File: config.mk
export PLATFORM = sky130hd
export DESIGN_NAME = fpu_decode_issue_flat
export DESIGN_NICKNAME = d
export VERILOG_FILES = /design/src/rtl/fpu_decode_issue_pkg.sv /design/src/rtl/fpu_decode_issue_if.sv /design/src/rtl/fpu_decode_issue_onehot.sv /design/src/rtl/fpu_decode_issue.sv /design/src/flat_wrapper.sv
export SDC_FILE = /design/constraint.sdc
export NUM_CORES = 1
export LEC_CHECK = 0
export CORE_MARGIN = 1.5
export CORE_UTILIZATION = 50
export CTS_CLUSTER_SIZE = 14
export DETAILED_ROUTE_END_ITERATION = 10
export PLACE_DENSITY = 0.85
export SLEW_MARGIN = 5
export SYNTH_ARGS = -nofsm -noshare
export SYNTH_HDL_FRONTEND = slang
export SYNTH_SLANG_ARGS = --single-unit
File: constraint.sdc
create_clock -name clk -period 3.45 [get_ports clk]
set_input_delay 0.345 -clock clk [delete_from_list [all_inputs] [get_ports clk]]
set_output_delay 0.345 -clock clk [all_outputs]
set_load 0.01 [all_outputs]
File: src/rtl/fpu_decode_issue_pkg.sv
`default_nettype none
// ============================================================================
//  Module      : fpu_pkg
//  Description : Shared opcode map, instruction field positions, halt word,
//                FSM state encoding and the multi-cycle opcode set for the
//                FPU decode/issue block.
//  Revision    : 1.0 - initial release
// ============================================================================
package fpu_pkg;

   // Opcode map (instr[4:0])
   localparam logic [4:0] OP_FADD      = 5'd0;
   localparam logic [4:0] OP_FSUB      = 5'd1;
   localparam logic [4:0] OP_FMUL      = 5'd2;
   localparam logic [4:0] OP_FDIV      = 5'd3;
   localparam logic [4:0] OP_FSQRT     = 5'd4;
   localparam logic [4:0] OP_FMIN      = 5'd5;
   localparam logic [4:0] OP_FMAX      = 5'd6;
   localparam logic [4:0] OP_FCVT_W_S  = 5'd7;
   localparam logic [4:0] OP_FCVT_WU_S = 5'd8;
   localparam logic [4:0] OP_FMV_X_W   = 5'd9;
   localparam logic [4:0] OP_FEQ       = 5'd10;
   localparam logic [4:0] OP_FLT       = 5'd11;
   localparam logic [4:0] OP_FMADD     = 5'd12;
   localparam logic [4:0] OP_FMSUBB    = 5'd13;
   localparam logic [4:0] OP_FLE       = 5'd14;
   localparam logic [4:0] OP_FCLASS    = 5'd15;
   localparam logic [4:0] OP_FNMSUBB   = 5'd16;
   localparam logic [4:0] OP_FNMADD    = 5'd17;
   localparam logic [4:0] OP_FCVT_S_W  = 5'd18;
   localparam logic [4:0] OP_FCVT_S_WU = 5'd19;
   localparam logic [4:0] OP_FMV_W_X   = 5'd20;
   localparam logic [4:0] OP_FSGNJ     = 5'd21;
   localparam logic [4:0] OP_FSGNJN    = 5'd22;
   localparam logic [4:0] OP_SIGN      = 5'd23;

   localparam int NUM_OPS = 24;

   // Instruction field bit positions
   localparam int OPC_LSB = 0;
   localparam int OPC_W   = 5;
   localparam int RD_LSB  = 5;
   localparam int RS1_LSB = 10;
   localparam int RS2_LSB = 15;
   localparam int RS3_LSB = 20;
   localparam int REG_W   = 5;
   localparam int RM_LSB  = 25;
   localparam int RM_W    = 3;

   localparam logic [31:0] HALT_INSTR = 32'h0000_0010;

   // Multi-cycle set: fdiv, fsqrt, fmadd, fmsubb, fnmsubb, fnmadd
   localparam logic [NUM_OPS-1:0] MULTI_MASK =
      (24'd1 << OP_FDIV)    | (24'd1 << OP_FSQRT)  |
      (24'd1 << OP_FMADD)   | (24'd1 << OP_FMSUBB) |
      (24'd1 << OP_FNMSUBB) | (24'd1 << OP_FNMADD);

   typedef enum logic [1:0] {
      ST_IDLE = 2'd0,
      ST_EXEC = 2'd1,
      ST_WAIT = 2'd2,
      ST_DONE = 2'd3
   } state_e;

   typedef struct packed {
      logic [RM_W-1:0]  rm;
      logic [REG_W-1:0] rs3;
      logic [REG_W-1:0] rs2;
      logic [REG_W-1:0] rs1;
      logic [REG_W-1:0] rd;
   } fields_t;

   // Latencies below 2 cannot be sequenced by EXEC + WAIT + DONE
   function automatic int clamp_lat(input int lat);
      return (lat < 2) ? 2 : lat;
   endfunction

endpackage
`default_nettype wire

File: src/rtl/fpu_decode_issue_if.sv
`default_nettype none
// ============================================================================
//  Module      : fpu_decode_issue_if
//  Description : Instruction input and decoded/handshake outputs of the FPU
//                decode/issue block. Optional macro FPU_DECODE_PERF_CNT_EN
//                adds the performance counter signals.
//  Revision    : 1.0 - initial release
// ============================================================================
interface fpu_decode_issue_if;
   import fpu_pkg::*;

   logic [31:0]        instr_in;
   logic [NUM_OPS-1:0] op_onehot;
   logic [REG_W-1:0]   rd;
   logic [REG_W-1:0]   rs1;
   logic [REG_W-1:0]   rs2;
   logic [REG_W-1:0]   rs3;
   logic [RM_W-1:0]    rm;
   logic               issue_valid;
   logic               multi_cycle;
   logic               busy;
   logic               activation_signal;
   logic               illegal_op;
   logic               halt;
   logic               overrun;
`ifdef FPU_DECODE_PERF_CNT_EN
   logic [31:0]        perf_issued;
   logic [31:0]        perf_busy_cycles;
`endif

   modport master (
      output instr_in,
      input  op_onehot, rd, rs1, rs2, rs3, rm, issue_valid, multi_cycle,
             busy, activation_signal, illegal_op, halt, overrun
`ifdef FPU_DECODE_PERF_CNT_EN
      , input perf_issued, perf_busy_cycles
`endif
   );

   modport slave (
      input  instr_in,
      output op_onehot, rd, rs1, rs2, rs3, rm, issue_valid, multi_cycle,
             busy, activation_signal, illegal_op, halt, overrun
`ifdef FPU_DECODE_PERF_CNT_EN
      , output perf_issued, perf_busy_cycles
`endif
   );

endinterface
`default_nettype wire

File: src/rtl/fpu_decode_issue_onehot.sv
`default_nettype none
// ============================================================================
//  Module      : fpu_opcode_onehot
//  Description : Combinational 5-bit opcode to 24-bit one-hot decoder with a
//                multi-cycle flag. Opcodes 24..31 decode to all zeros.
//  Revision    : 1.0 - initial release
// ============================================================================
module fpu_opcode_onehot
   import fpu_pkg::*;
(
   input  logic [OPC_W-1:0]   opcode_i,
   output logic [NUM_OPS-1:0] onehot_o,
   output logic               is_multi_o
);

   // One bit per legal opcode; out-of-range opcodes leave the vector empty
   always_comb begin
      onehot_o = '0;
      for (int i = 0; i < NUM_OPS; i++) begin
         onehot_o[i] = (opcode_i == OPC_W'(i));
      end
   end

   assign is_multi_o = |(onehot_o & MULTI_MASK);

endmodule
`default_nettype wire

File: src/rtl/fpu_decode_issue.sv
`default_nettype none
// ============================================================================
//  Module      : fpu_decode_issue
//  Description : Decodes instructions from the FPU fetch FSM, issues them and
//                sequences multi-cycle ops with a latency counter, returning
//                multi_cycle and the activation_signal completion pulse.
//                A multi-cycle op's done pulse lands LAT cycles after its
//                issue cycle. Optional macro FPU_DECODE_PERF_CNT_EN adds
//                issue and busy-cycle counters.
//  Revision    : 1.0 - initial release
// ============================================================================
module fpu_decode_issue
   import fpu_pkg::*;
#(
   parameter int DIV_LAT  = 12,
   parameter int SQRT_LAT = 14,
   parameter int FMA_LAT  = 3
) (
   input  logic              clk,
   input  logic              rst,
   fpu_decode_issue_if.slave bus
);

   localparam int DIV_L  = clamp_lat(DIV_LAT);
   localparam int SQRT_L = clamp_lat(SQRT_LAT);
   localparam int FMA_L  = clamp_lat(FMA_LAT);
   localparam int MAX_DS = (DIV_L > SQRT_L) ? DIV_L : SQRT_L;
   localparam int MAX_L  = (MAX_DS > FMA_L) ? MAX_DS : FMA_L;
   localparam int CNT_W  = $clog2(MAX_L);

   // EXEC loads LAT-2 so WAIT spans LAT-1 cycles before DONE
   localparam logic [CNT_W-1:0] DIV_LOAD  = CNT_W'(DIV_L - 2);
   localparam logic [CNT_W-1:0] SQRT_LOAD = CNT_W'(SQRT_L - 2);
   localparam logic [CNT_W-1:0] FMA_LOAD  = CNT_W'(FMA_L - 2);

   state_e             state_q, state_d;
   logic [CNT_W-1:0]   cnt_q, cnt_d;
   logic [NUM_OPS-1:0] op_onehot_q, op_onehot_d;
   fields_t            fields_q, fields_d;
   logic               multi_q, multi_d;
   logic               halt_q, halt_d;
   logic               illegal_q, illegal_d;
   logic               overrun_q, overrun_d;

   logic [OPC_W-1:0]   opcode;
   logic [NUM_OPS-1:0] dec_onehot;
   logic               dec_multi;
   logic               dec_legal;
   logic               instr_nz;
   logic               is_halt;
   logic               idle;
   fields_t            fields_in;
   logic [CNT_W-1:0]   lat_load;

   assign opcode    = bus.instr_in[OPC_LSB +: OPC_W];
   assign instr_nz  = |bus.instr_in;
   assign is_halt   = (bus.instr_in == HALT_INSTR);
   assign idle      = (state_q == ST_IDLE);
   assign dec_legal = |dec_onehot;

   assign fields_in.rd  = bus.instr_in[RD_LSB  +: REG_W];
   assign fields_in.rs1 = bus.instr_in[RS1_LSB +: REG_W];
   assign fields_in.rs2 = bus.instr_in[RS2_LSB +: REG_W];
   assign fields_in.rs3 = bus.instr_in[RS3_LSB +: REG_W];
   assign fields_in.rm  = bus.instr_in[RM_LSB  +: RM_W];

   fpu_opcode_onehot u_opcode_onehot (
      .opcode_i   (opcode),
      .onehot_o   (dec_onehot),
      .is_multi_o (dec_multi)
   );

   // Pick the counter preload for the op currently in EXEC
   always_comb begin
      lat_load = FMA_LOAD;
      if (op_onehot_q[OP_FDIV]) begin
         lat_load = DIV_LOAD;
      end else if (op_onehot_q[OP_FSQRT]) begin
         lat_load = SQRT_LOAD;
      end
   end

   // Next-state, field latching and halt/illegal/overrun detection
   always_comb begin
      state_d     = state_q;
      cnt_d       = cnt_q;
      op_onehot_d = op_onehot_q;
      fields_d    = fields_q;
      multi_d     = multi_q;
      halt_d      = 1'b0;
      illegal_d   = 1'b0;
      overrun_d   = overrun_q | (~idle & instr_nz);
      case (state_q)
         ST_IDLE: begin
            op_onehot_d = '0;
            if (is_halt) begin
               // Halt word shares opcode 16; it must never issue
               halt_d = 1'b1;
            end else if (instr_nz && !dec_legal) begin
               illegal_d = 1'b1;
            end else if (instr_nz) begin
               state_d     = ST_EXEC;
               op_onehot_d = dec_onehot;
               fields_d    = fields_in;
               multi_d     = dec_multi;
            end
         end
         ST_EXEC: begin
            if (multi_q) begin
               state_d = ST_WAIT;
               cnt_d   = lat_load;
            end else begin
               state_d     = ST_IDLE;
               op_onehot_d = '0;
            end
         end
         ST_WAIT: begin
            if (cnt_q == '0) begin
               state_d = ST_DONE;
            end else begin
               cnt_d = cnt_q - CNT_W'(1);
            end
         end
         ST_DONE: begin
            state_d     = ST_IDLE;
            op_onehot_d = '0;
         end
         default: begin
            state_d     = ST_IDLE;
            op_onehot_d = '0;
         end
      endcase
   end

   // State and datapath registers; reset aborts any op in flight
   always_ff @(posedge clk) begin
      if (rst) begin
         state_q     <= ST_IDLE;
         cnt_q       <= '0;
         op_onehot_q <= '0;
         fields_q    <= '0;
         multi_q     <= 1'b0;
         halt_q      <= 1'b0;
         illegal_q   <= 1'b0;
         overrun_q   <= 1'b0;
      end else begin
         state_q     <= state_d;
         cnt_q       <= cnt_d;
         op_onehot_q <= op_onehot_d;
         fields_q    <= fields_d;
         multi_q     <= multi_d;
         halt_q      <= halt_d;
         illegal_q   <= illegal_d;
         overrun_q   <= overrun_d;
      end
   end

   assign bus.op_onehot         = op_onehot_q;
   assign bus.rd                = fields_q.rd;
   assign bus.rs1               = fields_q.rs1;
   assign bus.rs2               = fields_q.rs2;
   assign bus.rs3               = fields_q.rs3;
   assign bus.rm                = fields_q.rm;
   assign bus.issue_valid       = (state_q == ST_EXEC);
   assign bus.busy              = ~idle;
   assign bus.multi_cycle       = ~idle & multi_q;
   assign bus.activation_signal = ((state_q == ST_EXEC) & ~multi_q) |
                                  (state_q == ST_DONE) | illegal_q;
   assign bus.illegal_op        = illegal_q;
   assign bus.halt              = halt_q;
   assign bus.overrun           = overrun_q;

`ifdef FPU_DECODE_PERF_CNT_EN
   logic [31:0] perf_issued_q;
   logic [31:0] perf_busy_q;

   // Free-running wrap-around counters of issues and busy cycles
   always_ff @(posedge clk) begin
      if (rst) begin
         perf_issued_q <= '0;
         perf_busy_q   <= '0;
      end else begin
         if (state_q == ST_EXEC) perf_issued_q <= perf_issued_q + 32'd1;
         if (!idle)              perf_busy_q   <= perf_busy_q + 32'd1;
      end
   end

   assign bus.perf_issued      = perf_issued_q;
   assign bus.perf_busy_cycles = perf_busy_q;
`endif

endmodule
`default_nettype wire

File: src/flat_wrapper.sv
// flat-port wrapper written by rule: the top's interface ports become plain ports
module fpu_decode_issue_flat import fpu_pkg::*;
#(
   parameter int DIV_LAT  = 12,
   parameter int SQRT_LAT = 14,
   parameter int FMA_LAT  = 3
)
  (clk, rst, bus_instr_in, bus_op_onehot, bus_rd, bus_rs1, bus_rs2, bus_rs3, bus_rm, bus_issue_valid, bus_multi_cycle, bus_busy, bus_activation_signal, bus_illegal_op, bus_halt, bus_overrun);
  fpu_decode_issue_if bus_i ();
  input  logic clk;
  input  logic rst;
  input wire logic [$bits(bus_i.instr_in)-1:0] bus_instr_in;
  output wire logic [$bits(bus_i.op_onehot)-1:0] bus_op_onehot;
  output wire logic [$bits(bus_i.rd)-1:0] bus_rd;
  output wire logic [$bits(bus_i.rs1)-1:0] bus_rs1;
  output wire logic [$bits(bus_i.rs2)-1:0] bus_rs2;
  output wire logic [$bits(bus_i.rs3)-1:0] bus_rs3;
  output wire logic [$bits(bus_i.rm)-1:0] bus_rm;
  output wire logic [$bits(bus_i.issue_valid)-1:0] bus_issue_valid;
  output wire logic [$bits(bus_i.multi_cycle)-1:0] bus_multi_cycle;
  output wire logic [$bits(bus_i.busy)-1:0] bus_busy;
  output wire logic [$bits(bus_i.activation_signal)-1:0] bus_activation_signal;
  output wire logic [$bits(bus_i.illegal_op)-1:0] bus_illegal_op;
  output wire logic [$bits(bus_i.halt)-1:0] bus_halt;
  output wire logic [$bits(bus_i.overrun)-1:0] bus_overrun;
  assign bus_i.instr_in = bus_instr_in;
  assign bus_op_onehot = bus_i.op_onehot;
  assign bus_rd = bus_i.rd;
  assign bus_rs1 = bus_i.rs1;
  assign bus_rs2 = bus_i.rs2;
  assign bus_rs3 = bus_i.rs3;
  assign bus_rm = bus_i.rm;
  assign bus_issue_valid = bus_i.issue_valid;
  assign bus_multi_cycle = bus_i.multi_cycle;
  assign bus_busy = bus_i.busy;
  assign bus_activation_signal = bus_i.activation_signal;
  assign bus_illegal_op = bus_i.illegal_op;
  assign bus_halt = bus_i.halt;
  assign bus_overrun = bus_i.overrun;
  fpu_decode_issue #(.DIV_LAT(DIV_LAT), .SQRT_LAT(SQRT_LAT), .FMA_LAT(FMA_LAT)) u_core (.clk(clk), .rst(rst), .bus(bus_i));
endmodule
==> report_table.html <==
<table>
<tr><th>Metric</th><th>Value</th></tr>
<tr><th colspan="2">Global routing</th></tr>
<tr><td>Number of antenna violations at the first check in global routing</td><td>0</td></tr>
<tr><td>Wire length of the first global-routing pass</td><td>11200 um</td></tr>
<tr><td>Via count of the first global-routing pass</td><td>2314</td></tr>
<tr><td>Pin count of the biggest net entering global routing</td><td>55</td></tr>
<tr><td>Overall routing resource usage</td><td>0.236</td></tr>
<tr><td>Congestion Overflow GR</td><td>0</td></tr>
<tr><th colspan="2">Clock network</th></tr>
<tr><td>Setup fix buffers added after clock tree synthesis</td><td>0</td></tr>
<tr><td>Clock root cell</td><td>sky130_fd_sc_hd__clkbuf_8</td></tr>
<tr><td>Clock Latency Late Sink</td><td>0.33 ns</td></tr>
<tr><td>Number of sinks handled by clock tree synthesis</td><td>57</td></tr>
<tr><td>Post-cts hold buffer count</td><td>0</td></tr>
<tr><td>Max Root-Sink Buffers</td><td>2</td></tr>
<tr><td>Resized cells post-CTS</td><td>0</td></tr>
<tr><td>Number of H-tree levels</td><td>3</td></tr>
<tr><td>Clock transition at path regs</td><td>0.07 ns</td></tr>
<tr><td>Clock tree from TritonCTS</td><td>built</td></tr>
<tr><td>TritonCTS Buffers</td><td>9</td></tr>
<tr><th colspan="2">Drt</th></tr>
<tr><td>DRC</td><td>0</td></tr>
<tr><td>Drt initial violations</td><td>151</td></tr>
<tr><td>Average routed wire per standard cell</td><td>15.1 um</td></tr>
<tr><td>Drt first pass iters</td><td>5</td></tr>
<tr><td>Post-detailed-route via-to-cell ratio</td><td>5.40</td></tr>
<tr><td>Aggregate routed wire length</td><td>6870 um</td></tr>
<tr><td>Post-route ant nets</td><td>0</td></tr>
<tr><td>Count of vias placed by the detailed router</td><td>2459</td></tr>
<tr><th colspan="2">Timing</th></tr>
<tr><td>Setup violators final</td><td>0</td></tr>
<tr><td>Max-slew headroom</td><td>0.464</td></tr>
<tr><td>Max Transition Viols Final</td><td>0</td></tr>
<tr><td>Hold violation count in the final report</td><td>0</td></tr>
<tr><td>Setup TNS after final layout</td><td>0 ns</td></tr>
<tr><td>Post-route minimum period</td><td>2.41 ns</td></tr>
<tr><td>Final Skew</td><td>0.0102 ns</td></tr>
<tr><td>Setup repair after global routing missed its margin</td><td>false</td></tr>
<tr><td>Peak Freq</td><td>0.415 GHz</td></tr>
<tr><td>Least-Margin Pin Slew</td><td>0.796 ns</td></tr>
<tr><td>Share of the clock period used by the worst path</td><td>0.698</td></tr>
<tr><th colspan="2">Finish</th></tr>
<tr><td>Number of inserted diodes</td><td>0</td></tr>
<tr><td>Share of final-layout standard cells stronger than drive strength 1</td><td>0.0649</td></tr>
<tr><td>P&amp;R area growth vs syn</td><td>36.8%</td></tr>
<tr><td>Final Instance Count excl. Fillers</td><td>455</td></tr>
<tr><td>Utilization of the core after routing</td><td>0.723</td></tr>
<tr><td>Fin nets</td><td>421</td></tr>
<tr><th colspan="2">Logic synthesis</th></tr>
<tr><td>Cell with the most instances after synthesis</td><td>sky130_fd_sc_hd__dfxtp_1</td></tr>
<tr><td>Top_reg_cell synth</td><td>sky130_fd_sc_hd__dfxtp_1</td></tr>
<tr><td>Synthesized Nets</td><td>340</td></tr>
<tr><td>Number of cells produced by synthesis</td><td>300</td></tr>
<tr><td>Post-synth top area share</td><td>0.412</td></tr>
<tr><td>Commonest cells post-synth</td><td>sky130_fd_sc_hd__dfxtp_1, sky130_fd_sc_hd__nand2b_1, sky130_fd_sc_hd__nor2_1</td></tr>
<tr><td>Count of synthesis-stage warnings from yosys</td><td>0</td></tr>
<tr><td>Sequential fraction of the synthesis area</td><td>0.412</td></tr>
<tr><td>Async set-reset flop share out of synthesis</td><td>0</td></tr>
<tr><td>Post-synth top area cell</td><td>sky130_fd_sc_hd__dfxtp_1</td></tr>
<tr><td>Count of flip-flops with a built-in enable after synthesis</td><td>0</td></tr>
<tr><td>Combined area of all synthesized cells</td><td>2770 sq um</td></tr>
<tr><td>Count of distinct cell types in the synthesized netlist</td><td>45</td></tr>
<tr><td>Syn_area_per_cell</td><td>9.23 sq um</td></tr>
<tr><td>Top post-synthesis cells by area</td><td>sky130_fd_sc_hd__dfxtp_1, sky130_fd_sc_hd__nand2b_1, sky130_fd_sc_hd__mux2i_1</td></tr>
<tr><td>Flip-flop and latch count after synthesis</td><td>57</td></tr>
<tr><th colspan="2">Placed design</th></tr>
<tr><td>Total placed cells including tap cells</td><td>440</td></tr>
<tr><td>Port bufs</td><td>87</td></tr>
<tr><td>Placed wire-length estimate after detailed placement</td><td>4750 um</td></tr>
<tr><td>Final weighted congestion in routability-driven placement</td><td>0.785</td></tr>
<tr><th colspan="2">Floorplan</th></tr>
<tr><td>Area of the core</td><td>5240 sq um</td></tr>
<tr><td>Boundary pin count</td><td>88</td></tr>
<tr><td>Floorplan die width</td><td>77.4 um</td></tr>
<tr><td>Total Die Area</td><td>5990 sq um</td></tr>
<tr><td>Starting density of the core</td><td>0.528</td></tr>
<tr><td>Row count</td><td>26</td></tr>
<tr><td>Vertical die dimension</td><td>77.4 um</td></tr>
<tr><th colspan="2">Worst setup path</th></tr>
<tr><td>Worst setup EP type</td><td>flip-flop</td></tr>
<tr><td>Worst Path Max Fanout</td><td>24</td></tr>
<tr><td>Endpoint arrival time on the critical path</td><td>2.63 ns</td></tr>
<tr><td>Category of the critical setup timing path</td><td>in2reg</td></tr>
<tr><td>Worst Setup Start Kind</td><td>input pin</td></tr>
<tr><td>Worst path required time</td><td>3.67 ns</td></tr>
<tr><th colspan="2">Worst hold path</th></tr>
<tr><td>Type of the tightest min-delay check</td><td>reg2reg</td></tr>
<tr><th colspan="2">Status</th></tr>
<tr><td>Outcome</td><td>finished clean</td></tr>
<tr><th colspan="2">Power and ir drop</th></tr>
<tr><td>Worst VDD drop</td><td>308 uV</td></tr>
<tr><td>Design Power</td><td>0.00156 W</td></tr>
<tr><td>Power density over the cells</td><td>412 nW/um^2</td></tr>
<tr><td>Static Leak</td><td>1.42 nW</td></tr>
<tr><th colspan="2">Run</th></tr>
<tr><td>Count of maximum capacitance violations</td><td>0</td></tr>
</table>
==> registers in the layout, indices dropped and copies added (netlist names), named ones only <==
signal                 flops
u_core.state_q             1
u_core.bus.rs2             5
u_core.bus.illegal_op      1
u_core.bus.rd              5
u_core.bus.halt            1
u_core.multi_q             1
u_core.bus.rs3             5
u_core.bus.overrun         1
u_core.cnt_q               4
u_core.bus.rm              3
u_core.bus.op_onehot      24
u_core.bus.rs1             5
==> cells by family after synthesis <==
family | Yosys count | synth area share
and+or+nand+nor | 134 | 0.281
muxes | 25 | 0.0927
buffers and inverters | 27 | 0.0538
AOI/OAI and AO/OA | 51 | 0.133
DFF | 57 | 0.412
adders and majority gates | 6 | 0.0271
==> critical path, stage by stage <==
cell	delay, ns
sky130_fd_sc_hd__clkdlybuf4s50_1	0.62
sky130_fd_sc_hd__or4_4	0.63
sky130_fd_sc_hd__nand4b_4	0.20
sky130_fd_sc_hd__o211a_1	0.24
sky130_fd_sc_hd__buf_4	0.26
sky130_fd_sc_hd__mux2_4	0.33
==> power by group <==
group	internal, W	switching, W	total [W]
clock network	0.000273	0.000276	0.000549
registers	0.000694	0.0000243	0.000718
logic	0.000157	0.000138	0.000295
total	0.00112	0.000438	0.00156
==> area by class of cell <==
class	count	area (sq um)
multi-input combinational	216	1480
sequential	57	1140
clock inverter	5	32.5
inverter	8	30.0
fill	406	1450
clock buffer	10	138
timing repair buffer	89	881
tap	70	87.6
==> layer usage <==
metal,track usage,vias up,share of wire
li1,-,1225,-
met1,0.289,1154,0.44
met2,0.395,69,0.50
met3,0.0612,11,0.051
met4,0.0964,0,0.015
met5,0,-,0
==> layout by cell type, fill, tap and decap left out, types with 4 or more instances in the layout <==
cell | netlist | layout
sky130_fd_sc_hd__a21oi_1 | 6 | 6
sky130_fd_sc_hd__a22oi_1 | 18 | 18
sky130_fd_sc_hd__a32oi_1 | 4 | 4
sky130_fd_sc_hd__clkbuf_8 | 0 | 10
sky130_fd_sc_hd__clkdlybuf4s50_1 | 0 | 86
sky130_fd_sc_hd__dfxtp_1 | 57 | 57
sky130_fd_sc_hd__ha_1 | 6 | 6
sky130_fd_sc_hd__inv_1 | 8 | 8
sky130_fd_sc_hd__mux2i_1 | 23 | 23
sky130_fd_sc_hd__nand2_1 | 7 | 7
sky130_fd_sc_hd__nand2b_1 | 51 | 51
sky130_fd_sc_hd__nand3_1 | 5 | 5
sky130_fd_sc_hd__nand3b_1 | 4 | 4
sky130_fd_sc_hd__nor2_1 | 32 | 32
sky130_fd_sc_hd__nor2b_1 | 4 | 4
sky130_fd_sc_hd__nor3_1 | 10 | 10
sky130_fd_sc_hd__nor4_1 | 6 | 6
sky130_fd_sc_hd__o21ai_0 | 5 | 5
==> through the flow <==
| step | hold slack, ns | setup slack (ns) | instance area [sq um] |
|---|---|---|---|
| 2_1_floorplan | 0.445 | 1.50 | 2770 |
| 3_3_place_gp | 0.436 | 0.773 | 3620 |
| 3_5_place_dp | 0.442 | 0.736 | 3620 |
| 4_1_cts | 0.451 | 1.07 | 3790 |
| 5_1_grt | 0.487 | 0.956 | 3790 |
| 6_report | 0.446 | 1.04 | 3790 |
==> path summary, 6_finish.rpt <==
path,from,to,slack [ns],cells after the start
min reg2reg,u_core.bus.overrun$_SDFF_PP0_,u_core.bus.overrun$_SDFF_PP0_,0.45,2
max reg2reg,flip-flop,u_core.bus.op_onehot[18]$_SDFFE_PP0P_,1.14,6
max,bus_instr_in[1],u_core.multi_q$_SDFFE_PP0P_,1.04,6
min,u_core.bus.overrun$_SDFF_PP0_,u_core.bus.overrun$_SDFF_PP0_,0.45,2
No activity file was read; power rests on OpenSTA's default activity.
